**config.mk**
```make
export PLATFORM = sky130hd
export DESIGN_NAME = vga_sync_decoder_flat
export DESIGN_NICKNAME = d
export VERILOG_FILES = /design/src/rtl/vga_sync_decoder_if.sv /design/src/rtl/vga_sync_decoder.sv /design/src/flat_wrapper.sv
export SDC_FILE = /design/constraint.sdc
export NUM_CORES = 1
export LEC_CHECK = 0
export BUFFER_PORTS_ARGS = -buffer_cell sky130_fd_sc_hd__buf_4
export CAP_MARGIN = 20
export CORE_ASPECT_RATIO = 1.5
export CORE_MARGIN = 4
export CORE_UTILIZATION = 55
export DETAILED_ROUTE_END_ITERATION = 10
export PLACE_DENSITY = 0.77
export SLEW_MARGIN = 30
export SYNTH_ARGS = -nofsm -noshare
export SYNTH_HDL_FRONTEND = slang
export SYNTH_SLANG_ARGS = --single-unit
```
**constraint.sdc**
```tcl
create_clock -name CLOCK_50 -period 8.12 [get_ports CLOCK_50]
set_clock_uncertainty 0.1 [all_clocks]
set_input_delay 0.406 -clock CLOCK_50 [delete_from_list [all_inputs] [get_ports CLOCK_50]]
set_output_delay 0.406 -clock CLOCK_50 [all_outputs]
set_load 0.005 [all_outputs]
```
**src/rtl/vga_sync_decoder_if.sv**
```systemverilog
// Video output bus between the VGA timing generator (master) and a receive-side
// capture/self-check block (slave).
interface vga_sync_decoder_if;
  logic       VGA_CLK;
  logic       VGA_HS;
  logic       VGA_VS;
  logic       VGA_BLANK_N;
  logic [7:0] VGA_G;

  modport master (output VGA_CLK, VGA_HS, VGA_VS, VGA_BLANK_N, VGA_G);
  modport slave  (input  VGA_CLK, VGA_HS, VGA_VS, VGA_BLANK_N, VGA_G);
endinterface

```
**src/rtl/vga_sync_decoder.sv**
```systemverilog
// Receive-side VGA timing checker: recovers active-area coordinates, measures line/frame
// timing, locks after consecutive good frames and counts lit pixels per frame.
module vga_sync_decoder #(
  parameter int H_TOTAL     = 800,
  parameter int V_TOTAL     = 525,
  parameter int H_ACTIVE    = 640,
  parameter int V_ACTIVE    = 480,
  parameter int LOCK_FRAMES = 2
) (
  input  logic                CLOCK_50,
  input  logic                reset,
  vga_sync_decoder_if.slave   vga,
  input  logic                err_clear,
  output logic [9:0]          cap_x,
  output logic [8:0]          cap_y,
  output logic                cap_pixel,
  output logic                cap_valid,
  output logic [10:0]         line_len,
  output logic [10:0]         frame_lines,
  output logic [18:0]         lit_count,
  output logic                frame_done,
  output logic                locked,
  output logic                timing_err
);

  localparam logic [10:0] H_TOTAL_L  = 11'(H_TOTAL);
  localparam logic [10:0] V_TOTAL_L  = 11'(V_TOTAL);
  localparam logic [10:0] H_ACTIVE_L = 11'(H_ACTIVE);
  localparam logic [9:0]  V_ACTIVE_L = 10'(V_ACTIVE);
  localparam logic [3:0]  LOCK_L     = 4'(LOCK_FRAMES);

  typedef enum logic [1:0] {SEARCH, MEASURE, LOCKED} state_t;

  state_t      state_reg;
  logic        vclk_s_reg, hs_s_reg, vs_s_reg, blank_s_reg;
  logic [7:0]  g_s_reg;
  logic        hs_prev_reg, vs_prev_reg, blank_prev_reg;
  logic [10:0] h_cnt_reg, v_cnt_reg;
  logic [18:0] acc_reg;
  logic        seen_hs_reg, frame_bad_reg;
  logic [3:0]  good_cnt_reg;

  logic hs_fall, vs_fall, active, run_start, run_end, lit;
  logic line_bad, run_bad, frame_good;

  // Edges are taken between consecutive samples, never between raw clock cycles.
  always_comb begin
    hs_fall    = vclk_s_reg & hs_prev_reg & ~hs_s_reg;
    vs_fall    = vclk_s_reg & vs_prev_reg & ~vs_s_reg;
    active     = vclk_s_reg & blank_s_reg;
    run_start  = active & ~blank_prev_reg;
    run_end    = vclk_s_reg & blank_prev_reg & ~blank_s_reg;
    lit        = |g_s_reg;
    line_bad   = hs_fall & seen_hs_reg & ((h_cnt_reg + 11'd1) != H_TOTAL_L);
    run_bad    = run_end & (({1'b0, cap_x} + 11'd1) != H_ACTIVE_L);
    frame_good = ~frame_bad_reg & ~line_bad & ~run_bad
               & (v_cnt_reg == V_TOTAL_L)
               & (({1'b0, cap_y} + {9'd0, run_end}) == V_ACTIVE_L);
  end

  always_ff @(posedge CLOCK_50 or posedge reset) begin
    if (reset) begin
      state_reg      <= SEARCH;
      vclk_s_reg     <= 1'b0;
      hs_s_reg       <= 1'b0;
      vs_s_reg       <= 1'b0;
      blank_s_reg    <= 1'b0;
      g_s_reg        <= 8'd0;
      hs_prev_reg    <= 1'b0;
      vs_prev_reg    <= 1'b0;
      blank_prev_reg <= 1'b0;
      h_cnt_reg      <= 11'd0;
      v_cnt_reg      <= 11'd0;
      acc_reg        <= 19'd0;
      seen_hs_reg    <= 1'b0;
      frame_bad_reg  <= 1'b0;
      good_cnt_reg   <= 4'd0;
      cap_x          <= 10'd0;
      cap_y          <= 9'd0;
      cap_pixel      <= 1'b0;
      cap_valid      <= 1'b0;
      line_len       <= 11'd0;
      frame_lines    <= 11'd0;
      lit_count      <= 19'd0;
      frame_done     <= 1'b0;
      locked         <= 1'b0;
      timing_err     <= 1'b0;
    end else begin
      vclk_s_reg  <= vga.VGA_CLK;
      hs_s_reg    <= vga.VGA_HS;
      vs_s_reg    <= vga.VGA_VS;
      blank_s_reg <= vga.VGA_BLANK_N;
      g_s_reg     <= vga.VGA_G;
      frame_done  <= 1'b0;
      cap_valid   <= 1'b0;
      if (err_clear)
        timing_err <= 1'b0;

      if (vclk_s_reg) begin
        hs_prev_reg    <= hs_s_reg;
        vs_prev_reg    <= vs_s_reg;
        blank_prev_reg <= blank_s_reg;

        if (hs_fall) begin
          h_cnt_reg   <= 11'd0;
          line_len    <= h_cnt_reg + 11'd1;
          seen_hs_reg <= 1'b1;
        end else if (h_cnt_reg != 11'h7FF) begin
          h_cnt_reg <= h_cnt_reg + 11'd1;
        end

        if (vs_fall)
          v_cnt_reg <= {10'd0, hs_fall};
        else if (hs_fall && v_cnt_reg != 11'h7FF)
          v_cnt_reg <= v_cnt_reg + 11'd1;

        if (active) begin
          cap_valid <= 1'b1;
          cap_pixel <= lit;
          if (run_start)
            cap_x <= 10'd0;
          else if (cap_x != 10'h3FF)
            cap_x <= cap_x + 10'd1;
        end

        if (vs_fall)
          cap_y <= 9'd0;
        else if (run_end && cap_y != 9'h1FF)
          cap_y <= cap_y + 9'd1;

        if (vs_fall) begin
          lit_count     <= acc_reg;
          acc_reg       <= 19'd0;
          frame_lines   <= v_cnt_reg;
          frame_bad_reg <= 1'b0;
        end else begin
          if (active && lit && acc_reg != 19'h7FFFF)
            acc_reg <= acc_reg + 19'd1;
          if (line_bad || run_bad)
            frame_bad_reg <= 1'b1;
        end

        // The frame just closed is judged here; the error set overrides err_clear above.
        if (vs_fall) begin
          case (state_reg)
            SEARCH: begin
              state_reg    <= MEASURE;
              good_cnt_reg <= 4'd0;
            end
            MEASURE: begin
              frame_done <= 1'b1;
              if (frame_good) begin
                good_cnt_reg <= good_cnt_reg + 4'd1;
                if (good_cnt_reg + 4'd1 == LOCK_L) begin
                  state_reg <= LOCKED;
                  locked    <= 1'b1;
                end
              end else begin
                good_cnt_reg <= 4'd0;
              end
            end
            LOCKED: begin
              frame_done <= 1'b1;
              if (!frame_good) begin
                timing_err   <= 1'b1;
                locked       <= 1'b0;
                state_reg    <= MEASURE;
                good_cnt_reg <= 4'd0;
              end
            end
            default: begin
              state_reg <= SEARCH;
              locked    <= 1'b0;
            end
          endcase
        end
      end
    end
  end

endmodule

```
**src/flat_wrapper.sv**
```systemverilog
// flat-port wrapper written by rule: the top's interface ports become plain ports
module vga_sync_decoder_flat 
#(
  parameter int H_TOTAL     = 800,
  parameter int V_TOTAL     = 525,
  parameter int H_ACTIVE    = 640,
  parameter int V_ACTIVE    = 480,
  parameter int LOCK_FRAMES = 2
)
  (CLOCK_50, reset, err_clear, cap_x, cap_y, cap_pixel, cap_valid, line_len, frame_lines, lit_count, frame_done, locked, timing_err, vga_VGA_CLK, vga_VGA_HS, vga_VGA_VS, vga_VGA_BLANK_N, vga_VGA_G);
  vga_sync_decoder_if vga_i ();
  input  logic CLOCK_50;
  input  logic reset;
  input  logic err_clear;
  output logic [9:0] cap_x;
  output logic [8:0] cap_y;
  output logic cap_pixel;
  output logic cap_valid;
  output logic [10:0] line_len;
  output logic [10:0] frame_lines;
  output logic [18:0] lit_count;
  output logic frame_done;
  output logic locked;
  output logic timing_err;
  input wire logic [$bits(vga_i.VGA_CLK)-1:0] vga_VGA_CLK;
  input wire logic [$bits(vga_i.VGA_HS)-1:0] vga_VGA_HS;
  input wire logic [$bits(vga_i.VGA_VS)-1:0] vga_VGA_VS;
  input wire logic [$bits(vga_i.VGA_BLANK_N)-1:0] vga_VGA_BLANK_N;
  input wire logic [$bits(vga_i.VGA_G)-1:0] vga_VGA_G;
  assign vga_i.VGA_CLK = vga_VGA_CLK;
  assign vga_i.VGA_HS = vga_VGA_HS;
  assign vga_i.VGA_VS = vga_VGA_VS;
  assign vga_i.VGA_BLANK_N = vga_VGA_BLANK_N;
  assign vga_i.VGA_G = vga_VGA_G;
  vga_sync_decoder #(.H_TOTAL(H_TOTAL), .V_TOTAL(V_TOTAL), .H_ACTIVE(H_ACTIVE), .V_ACTIVE(V_ACTIVE), .LOCK_FRAMES(LOCK_FRAMES)) u_core (.CLOCK_50(CLOCK_50), .reset(reset), .vga(vga_i), .err_clear(err_clear), .cap_x(cap_x), .cap_y(cap_y), .cap_pixel(cap_pixel), .cap_valid(cap_valid), .line_len(line_len), .frame_lines(frame_lines), .lit_count(lit_count), .frame_done(frame_done), .locked(locked), .timing_err(timing_err));
endmodule
```
# After elaboration in Yosys (flattened, before gate mapping)
# Cells that the tools add are included.
[word_totals]
regBits = 129
input_bits = 15
[op_classes]
addsub = 8
n_eq_ne = 15
n_mux = 33
bitwise = 23
reduce_logical = 27
[ops]
columns = ["cell", "count"]
rows = [
  ["$mux 11", 4],
  ["$mux 19", 2],
  ["$add 11x1->11 const B", 2],
  ["$ne 11x10->1 const B", 2],
  ["$ne 11x11->1 const B", 2],
  ["$mux 10", 2],
  ["$add 19x1->19 const B", 1],
  ["$ne 19x19->1 const B", 1],
  ["$mux 9", 2],
  ["$reduce_and 2->1", 8],
  ["$and 1x1->1", 15],
  ["$mux 1", 15],
  ["$pmux 4 s3", 1],
  ["$reduce_bool 2->1", 6],
  ["$add 10x1->11 const B", 1],
  ["$eq 11x10->1 const B", 1],
  ["$add 10x1->10 const B", 1],
  ["$add 9x1->10", 1],
  ["$eq 10x9->1 const B", 1],
  ["$ne 10x10->1 const B", 1],
  ["$add 9x1->9 const B", 1],
  ["$ne 9x9->1 const B", 1],
  ["$mux 4", 2],
  ["$not 1->1", 8],
  ["other kinds (19)", 25],
]

# Logic depth before layout (Yosys ltp)
# Gate-level depths: netlist of the first run.
[depth]
ltp_word = 13
depth_mapped = 12
depth_no_buf = 11

# Worst setup path before layout of the first run
# OpenSTA, ideal clock, no wires.
[synth_timing]
kind = "register -> register"
from = "register u_core.blank_prev_reg"
to = "register u_core.good_cnt_reg[1]"
arrival_ps = 2691
required_time_ps = 7937
setup_slack_ps = 5247
stages_incl_launch_ff = 12
path_buffers = 1
path_cell_list = "dfrtp_1 clkbuf_1 nand2_1 nor2_1 ha_1 ha_1 nor4b_1 nand3_1 or4_1 a311o_1 or3_1 o21ai_0"
[synth_between]
elab_chain_len = 9
word_cells_on_any_way = 13
[synth_rtl]
columns = ["item", "line_no", "source"]
rows = [
  ["from (decl)", "vga_sync_decoder.sv:37", "logic hs_prev_reg, vs_prev_reg, blank_prev_reg;"],
  ["from (signal assigned)", "vga_sync_decoder.sv:102", "blank_prev_reg <= blank_s_reg;"],
  ["$and 1x1->1 * (2 in a row)", "vga_sync_decoder.sv:52", "run_end = vclk_s_reg & blank_prev_reg & ~blank_s_reg;"],
  ["branches (longest 4 deep; another with $add 9x1->10)", "--", ""],
  ["$and 1x1->1 *", "vga_sync_decoder.sv:58", "& (({1'b0, cap_y} + {9'd0, run_end}) == V_ACTIVE_L);"],
  ["$mux 4 / $ne 2x2->1 (equally long branches)", "--", ""],
  ["$pmux 4 s3 / $reduce_and 4->1 (equally long branches)", "--", ""],
  ["to (signal assigned)", "vga_sync_decoder.sv:153", "good_cnt_reg <= good_cnt_reg + 4'd1;"],
  ["to (decl)", "vga_sync_decoder.sv:41", "logic [3:0] good_cnt_reg;"],
]
# Mark *: on every way between the ends.
# A chain may end at the register's enable or synchronous reset.

# Final worst setup path of the first run
[layout_timing]
from = "register u_core.vclk_s_reg"
to = "register u_core.state_reg[0]"
[layout_between]
elab_chain_len = 11
word_cells_on_any_way = 20
[layout_rtl]
columns = ["item", "line_no", "source"]
rows = [
  ["from (decl)", "vga_sync_decoder.sv:35", "logic vclk_s_reg, hs_s_reg, vs_s_reg, blank_s_reg;"],
  ["from (signal assigned)", "vga_sync_decoder.sv:89", "vclk_s_reg <= vga.VGA_CLK;"],
  ["branches (longest 10 deep; another with $add 9x1->10)", "--", ""],
  ["$reduce_and 5->1 (no line) *", "--", ""],
  ["to (signal assigned)", "vga_sync_decoder.sv:63", "state_reg <= SEARCH;"],
  ["to (signal assigned)", "vga_sync_decoder.sv:147", "state_reg <= MEASURE;"],
  ["to (signal assigned)", "vga_sync_decoder.sv:155", "state_reg <= LOCKED;"],
  ["to (decl)", "vga_sync_decoder.sv:34", "state_t state_reg;"],
]
# Marks and branches as above.

==> results of run 1 <==
-- repair_timing --
item / in CTS / in global routing
hold endpoints to repair: 12 / 0
setup endpoints to repair: 0 / 0
hold buffers: 12 / 0
-- synth_stat cells (2+ instances only) --
cell and count:
nand2_1 134, a21o_1 2, xnor2_1 25, ha_1 16, o31ai_1 2, o21ai_0 34, mux2i_1 5, or4_1 3
buf_2 6, a211oi_1 2, a21oi_1 17, o32ai_1 2, a41o_1 2, dfrtp_1 129, clkbuf_1 20, a21boi_1 2
nor4_1 7, buf_1 2, xor2_1 25, nor4b_1 2, nor3b_1 2, o41ai_1 2, nor2_1 62, nand2b_1 4
and4_1 3, or2_2 2, mux2_2 2, inv_1 18, nand4_1 10, clkbuf_2 3, or3_1 11, nor3_1 14
nor4bb_1 2, a31oi_1 7, and2_1 2, o32a_1 2, o22ai_1 3, o211a_1 3, and3_1 13, nand3_1 23
-- worst max-delay path: cells and delay by family (launching register included) --
family | cells | cell delay [ns]
simple gates | 5 | 1.24
fa+ha+maj | 2 | 0.47
flops | 1 | 0.54
compound gates | 3 | 0.74
-- final cells by class --
type,instances,share of cell area
clock buffers,19,0.0605
well taps,144,0.0241
repair buffers,93,0.0972
multi-input cells,464,0.359
clock inverters,13,0.0184
flip-flops and latches,129,0.431
inverters,18,0.00936
-- final timing paths --
check / slack (ns) / to / start
worst max-delay path: 4.90 / u_core.state_reg[0] / u_core.vclk_s_reg
worst min register to register: 0.37 / u_core.lit_count[12] / u_core.lit_count[12]
worst max register to register: 4.90 / u_core.state_reg[0] / u_core.vclk_s_reg
min in group CLOCK_50: 0.08 / u_core.timing_err / err_clear
max in group asynchronous: 6.58 / u_core.cap_pixel / reset
worst min-delay path: 0.06 / u_core.lit_count[12] / reset
-- power breakdown --
part	leakage, nW	total (W)	switching, W	internal [W]
combinational	1.57	0.000230	0.000118	0.000112
sequential	1.73	0.000772	0.0000689	0.000703
clock	0.273	0.000753	0.000286	0.000466
total	3.58	0.00175	0.000473	0.00128
-- logic make-up (layout without fill, tap and decap cells) --
group | count (synthesis) | in the layout
AND/OR/NAND/NOR | 302 | 302
AO/OA/AOI/OAI | 89 | 89
adder cells (fa/ha/maj) | 16 | 16
buffers and inverters | 50 | 143
multiplexers | 7 | 7
XOR/XNOR | 50 | 50
flip-flops | 129 | 129
-- per-stage QoR --
stage	hold slack (ns)	utilization
final	0.0568	0.700
after global routing	0.0692	0.700
after CTS	0.0643	0.700
after detailed placement	0.364	0.633
after global placement	0.364	0.633
after floorplan	0.337	-
-- layer usage --
layer / track usage / vias up / wire length (µm)
met5: 0 / - / 0
met4: 0.0948 / 0 / 379
met3: 0.0545 / 35 / 684
met2: 0.367 / 145 / 6700
met1: 0.276 / 2346 / 5470
li1: - / 2351 / -
==> results.yml, run 1 <==
run_status:
  status: "complete, no violations"
synthesis:
  synth_top_family_by_area: "simple AND/OR/NAND/NOR gates"
  yosysTopAreaCellShare: 0.528
  synth-async-reset-ratio: 1.00
  synth_edf_count: 0
  netlist_area_mm2: 0.00611
  synth_ff_type: "dfrtp_1"
  yosys.area_share.simple: 0.229
  synth_xor_area_frac: 0.0716
  yosys-mux-area-fraction: 0.0119
  yosys.area.top_type: "dfrtp_1"
  synth_fa_ha_area_frac: 0.0327
  synthTopCellsByArea: "dfrtp_1 (53%), nand2_1 (8.2%), nor2_1 (3.8%)"
  synth_seq_cells: 129
  synth_compound_area_frac: 0.0933
  synth.distinct_cells: 58
  yosysSeqAreaShare: 0.528
  synth_nets: 674
  ys_warn_count: 0
  synth_area_per_cell_um2: 9.51
  synth_cells: 643
worst_setup_path:
  cp-start-kind: "flop"
  crit_top_cell: "ha_1"
  worstSetupPathType: "flop to flop"
  crit_fanout: 10
  slowest_delay_ns: 0.54
  cp_cell_sequence: "nand2_1, nor2_1, ha_1, ha_1, nor4b_1, nand3_1, or4_1, a311oi_2, a21o_1, a211oi_1"
  cpMaxStageDelayCell: "dfrtp_1"
  cp-end-kind: "flop"
  worstPathArrival_ns: 3.41
  rr_worst_depth: 10
  crit_required_ns: 8.31
sta:
  setup_viol: 0
  fin_crit_sh: 0.396
  hold_viol: 0
  final_max_slew_viol_count: 0
  tightest_slew_ns: 0.828
  worst_slack_ns: 4.90
  clock.fmax_mhz: 311
  grt_setup_unrepaired: "false"
  fin_crit_ns: 3.22
  tns_ns: 0
  relSlewSlack: 0.447
clocking:
  numCtsBuffers: 17
  cts.sinks: 129
  cts_buffer_depth: 2
  worstSkewPairLatency_ns: 0.41
  cts_resized: 0
  htreeDepth: 4
  cts_setup_buffers: 0
  cts_root_buf: "clkbuf_16"
  path_clk_slew_ns: 0.06
  cts_tree: "done"
placed_design:
  io_buffers: 79
  placedCellCount: 836
  place_area_mm2: 0.00678
  gp_congestion: 0.876
  pre_cts_slack_ns: 4.91
  dp_hpwl_um: 9010
drt:
  firstDrtPassIters: 5
  post_drt_via_cell_ratio: 5.54
  wl_per_cell_um: 15.0
  ant_nets: 0
  drc: 0
  drtIter0Drc: 345
  vias: 4877
  routed_wl_um: 13200
power_and_ir_drop:
  vdd_ir_drop_max_mv: 0.177
  power.total_w: 0.00175
  p_leak_nw: 3.58
  power_density_mw_per_mm2: 234
finish:
  final_nets: 754
  n_fill_cell: 819
  multi_input_area_mm2: 0.00269
  drive_gt1_frac: 0.170
  fin_cells: 880
  area_delta_synth_final_pct: 22.5
  finalInstanceArea_mm2: 0.00749
  antennaDiodeCount: 0
  final_cell_mix: "nand2_1 (134), dfrtp_1 (129), buf_4 (81)"
  final-seq-area_mm2: 0.00323
  final_common_cell: "nand2_1"
grt:
  first_global_vias: 4850
  grt_pass1_wl_um: 22700
  antenna_found_initial: 0
  grtUsageTotal: 0.222
  grt_max_degree: 68
  overflow: 0
die:
  row_count: 46
  die_h_um: 137
  core_mm2: 0.0107
  die_x_um: 94.1
  initial_core_util: 0.571
  pin_count: 80
  dieArea_mm2: 0.0129
job:
  maxCapViolations: 0
hold_path:
  hold_class: "primary input to asynchronous set/reset pin"
Note: power is estimated with default switching activity, not from simulation.
==> run 2, diff against run 1 <==
- clock period: 8.12 -> 3.35 ns (I/O delays scaled with it)
==> results.yml, run 2 (synthesis results as in run 1) <==
run_status:
  status: "complete, no violations"
die:
  die_h_um: 137
  dieArea_mm2: 0.0129
  core_mm2: 0.0107
  pin_count: 80
  row_count: 46
  initial_core_util: 0.571
  die_x_um: 94.1
worst_setup_path:
  cp-start-kind: "flop"
  worstPathArrival_ns: 3.38
  cp_cell_sequence: "nand2_1, nor2_1, ha_1, ha_1, nand2b_1, o21ai_0, a31oi_1, or4_1, a311o_1, nor4_1, o32a_1"
  cp-end-kind: "flop"
  crit_top_cell: "ha_1"
  slowest_delay_ns: 0.58
  cpMaxStageDelayCell: "or4_1"
  crit_required_ns: 3.60
  crit_fanout: 8
  worstSetupPathType: "flop to flop"
power_and_ir_drop:
  p_leak_nw: 3.66
  vdd_ir_drop_max_mv: 0.424
  power_density_mw_per_mm2: 580
drt:
  drc: 0
  wl_per_cell_um: 15.8
  ant_nets: 0
  firstDrtPassIters: 5
  vias: 4985
  post_drt_via_cell_ratio: 5.61
  routed_wl_um: 14000
  drtIter0Drc: 337
clocking:
  cts_tree: "done"
  cts.sinks: 129
  cts_root_buf: "clkbuf_16"
  worstSkewPairLatency_ns: 0.41
  cts_setup_buffers: 0
  path_clk_slew_ns: 0.06
  cts_buffer_depth: 2
  htreeDepth: 4
  numCtsBuffers: 17
placed_design:
  dp_hpwl_um: 9470
  io_buffers: 79
  gp_congestion: 0.889
  pre_cts_slack_ns: 0.235
  placedCellCount: 841
grt:
  first_global_vias: 5002
  antenna_found_initial: 0
  grt_pass1_wl_um: 23500
  grt_max_degree: 92
  grtUsageTotal: 0.230
  overflow: 0
finish:
  final_cell_mix: "nand2_1 (134), dfrtp_1 (129), buf_4 (84)"
  antennaDiodeCount: 0
  area_delta_synth_final_pct: 25.3
  final_nets: 762
  final_common_cell: "nand2_1"
  drive_gt1_frac: 0.175
  fin_cells: 888
sta:
  tightest_slew_ns: 0.833
  clock.fmax_mhz: 319
  hold_viol: 0
  tns_ns: 0
  relSlewSlack: 0.444
  fin_crit_sh: 0.937
  setup_viol: 0
  fin_crit_ns: 3.14
  final_max_slew_viol_count: 0
  worst_slack_ns: 0.211
job:
  maxCapViolations: 0
hold_path:
  hold_class: "primary input to asynchronous set/reset pin"
[run 2: area by class of cell]
| type | instances | area, µm² |
|---|---|---|
| Sequential cell | 129 | 3230 |
| Fill cell | 777 | 3040 |
| Multi-Input combinational cell | 464 | 2710 |
| Timing Repair Buffer | 101 | 831 |
| Clock buffer | 19 | 433 |
| Clock inverter | 13 | 210 |
| Tap cell | 144 | 180 |
| Inverter | 18 | 71.3 |
[run 2: per-layer routing]
layer | wire length [µm] | global-route usage
met1 | 5660 | 0.279
met2 | 7360 | 0.392
met3 | 596 | 0.0523
met4 | 422 | 0.0980
met5 | 0 | 0
[run 2: report_power, final]
| part | internal (W) | switching (W) |
|---|---|---|
| logic | 0.000283 | 0.000299 |
| clock network | 0.00132 | 0.000673 |
| registers | 0.00170 | 0.000163 |
| total | 0.00331 | 0.00113 |
[run 2: path summary, 6_finish.rpt]
path / from / endpoint / slack, ns / cells past startpoint
setup / recovery: u_core.blank_prev_reg / u_core.locked / 0.21 / 11
hold / removal: reset / u_core.g_s_reg[4] / 0.16 / 3
setup reg to reg: u_core.blank_prev_reg / u_core.locked / 0.21 / 11
hold reg to reg: u_core.lit_count[7] / u_core.lit_count[7] / 0.38 / 2
max in group asynchronous: reset / u_core.hs_prev_reg / 2.26 / 4
min in group CLOCK_50: vga_VGA_G[2] / u_core.g_s_reg[2] / 0.31 / 2
[run 2: stage by stage]
step / instance area (µm²) / hold WS (ns) / util / power (W)
6_report: 7660 / 0.157 / 0.716 / 0.00444
3_3_place_gp: 6840 / 0.178 / 0.639 / 0.00242
4_1_cts: 7620 / 0.300 / 0.712 / 0.00447
5_1_grt: 7660 / 0.179 / 0.716 / 0.00464
2_1_floorplan: 6120 / 0.0989 / - / 0.00221
3_5_place_dp: 6840 / 0.178 / 0.639 / 0.00245
[run 2: timing repair]
item                                    in CTS  in global routing
resized for setup                            0                  2
endpoints found under the hold margin       51                  0
endpoints found under the setup margin       0                  4
hold buffers                                14                  0
[run 2: critical path, delay by kind of cell, from the launching register on]
family / cells / cell delay, ns
compound gates: 4 / 0.83
flops: 1 / 0.47
fa+ha+maj: 2 / 0.51
simple gates: 5 / 1.16
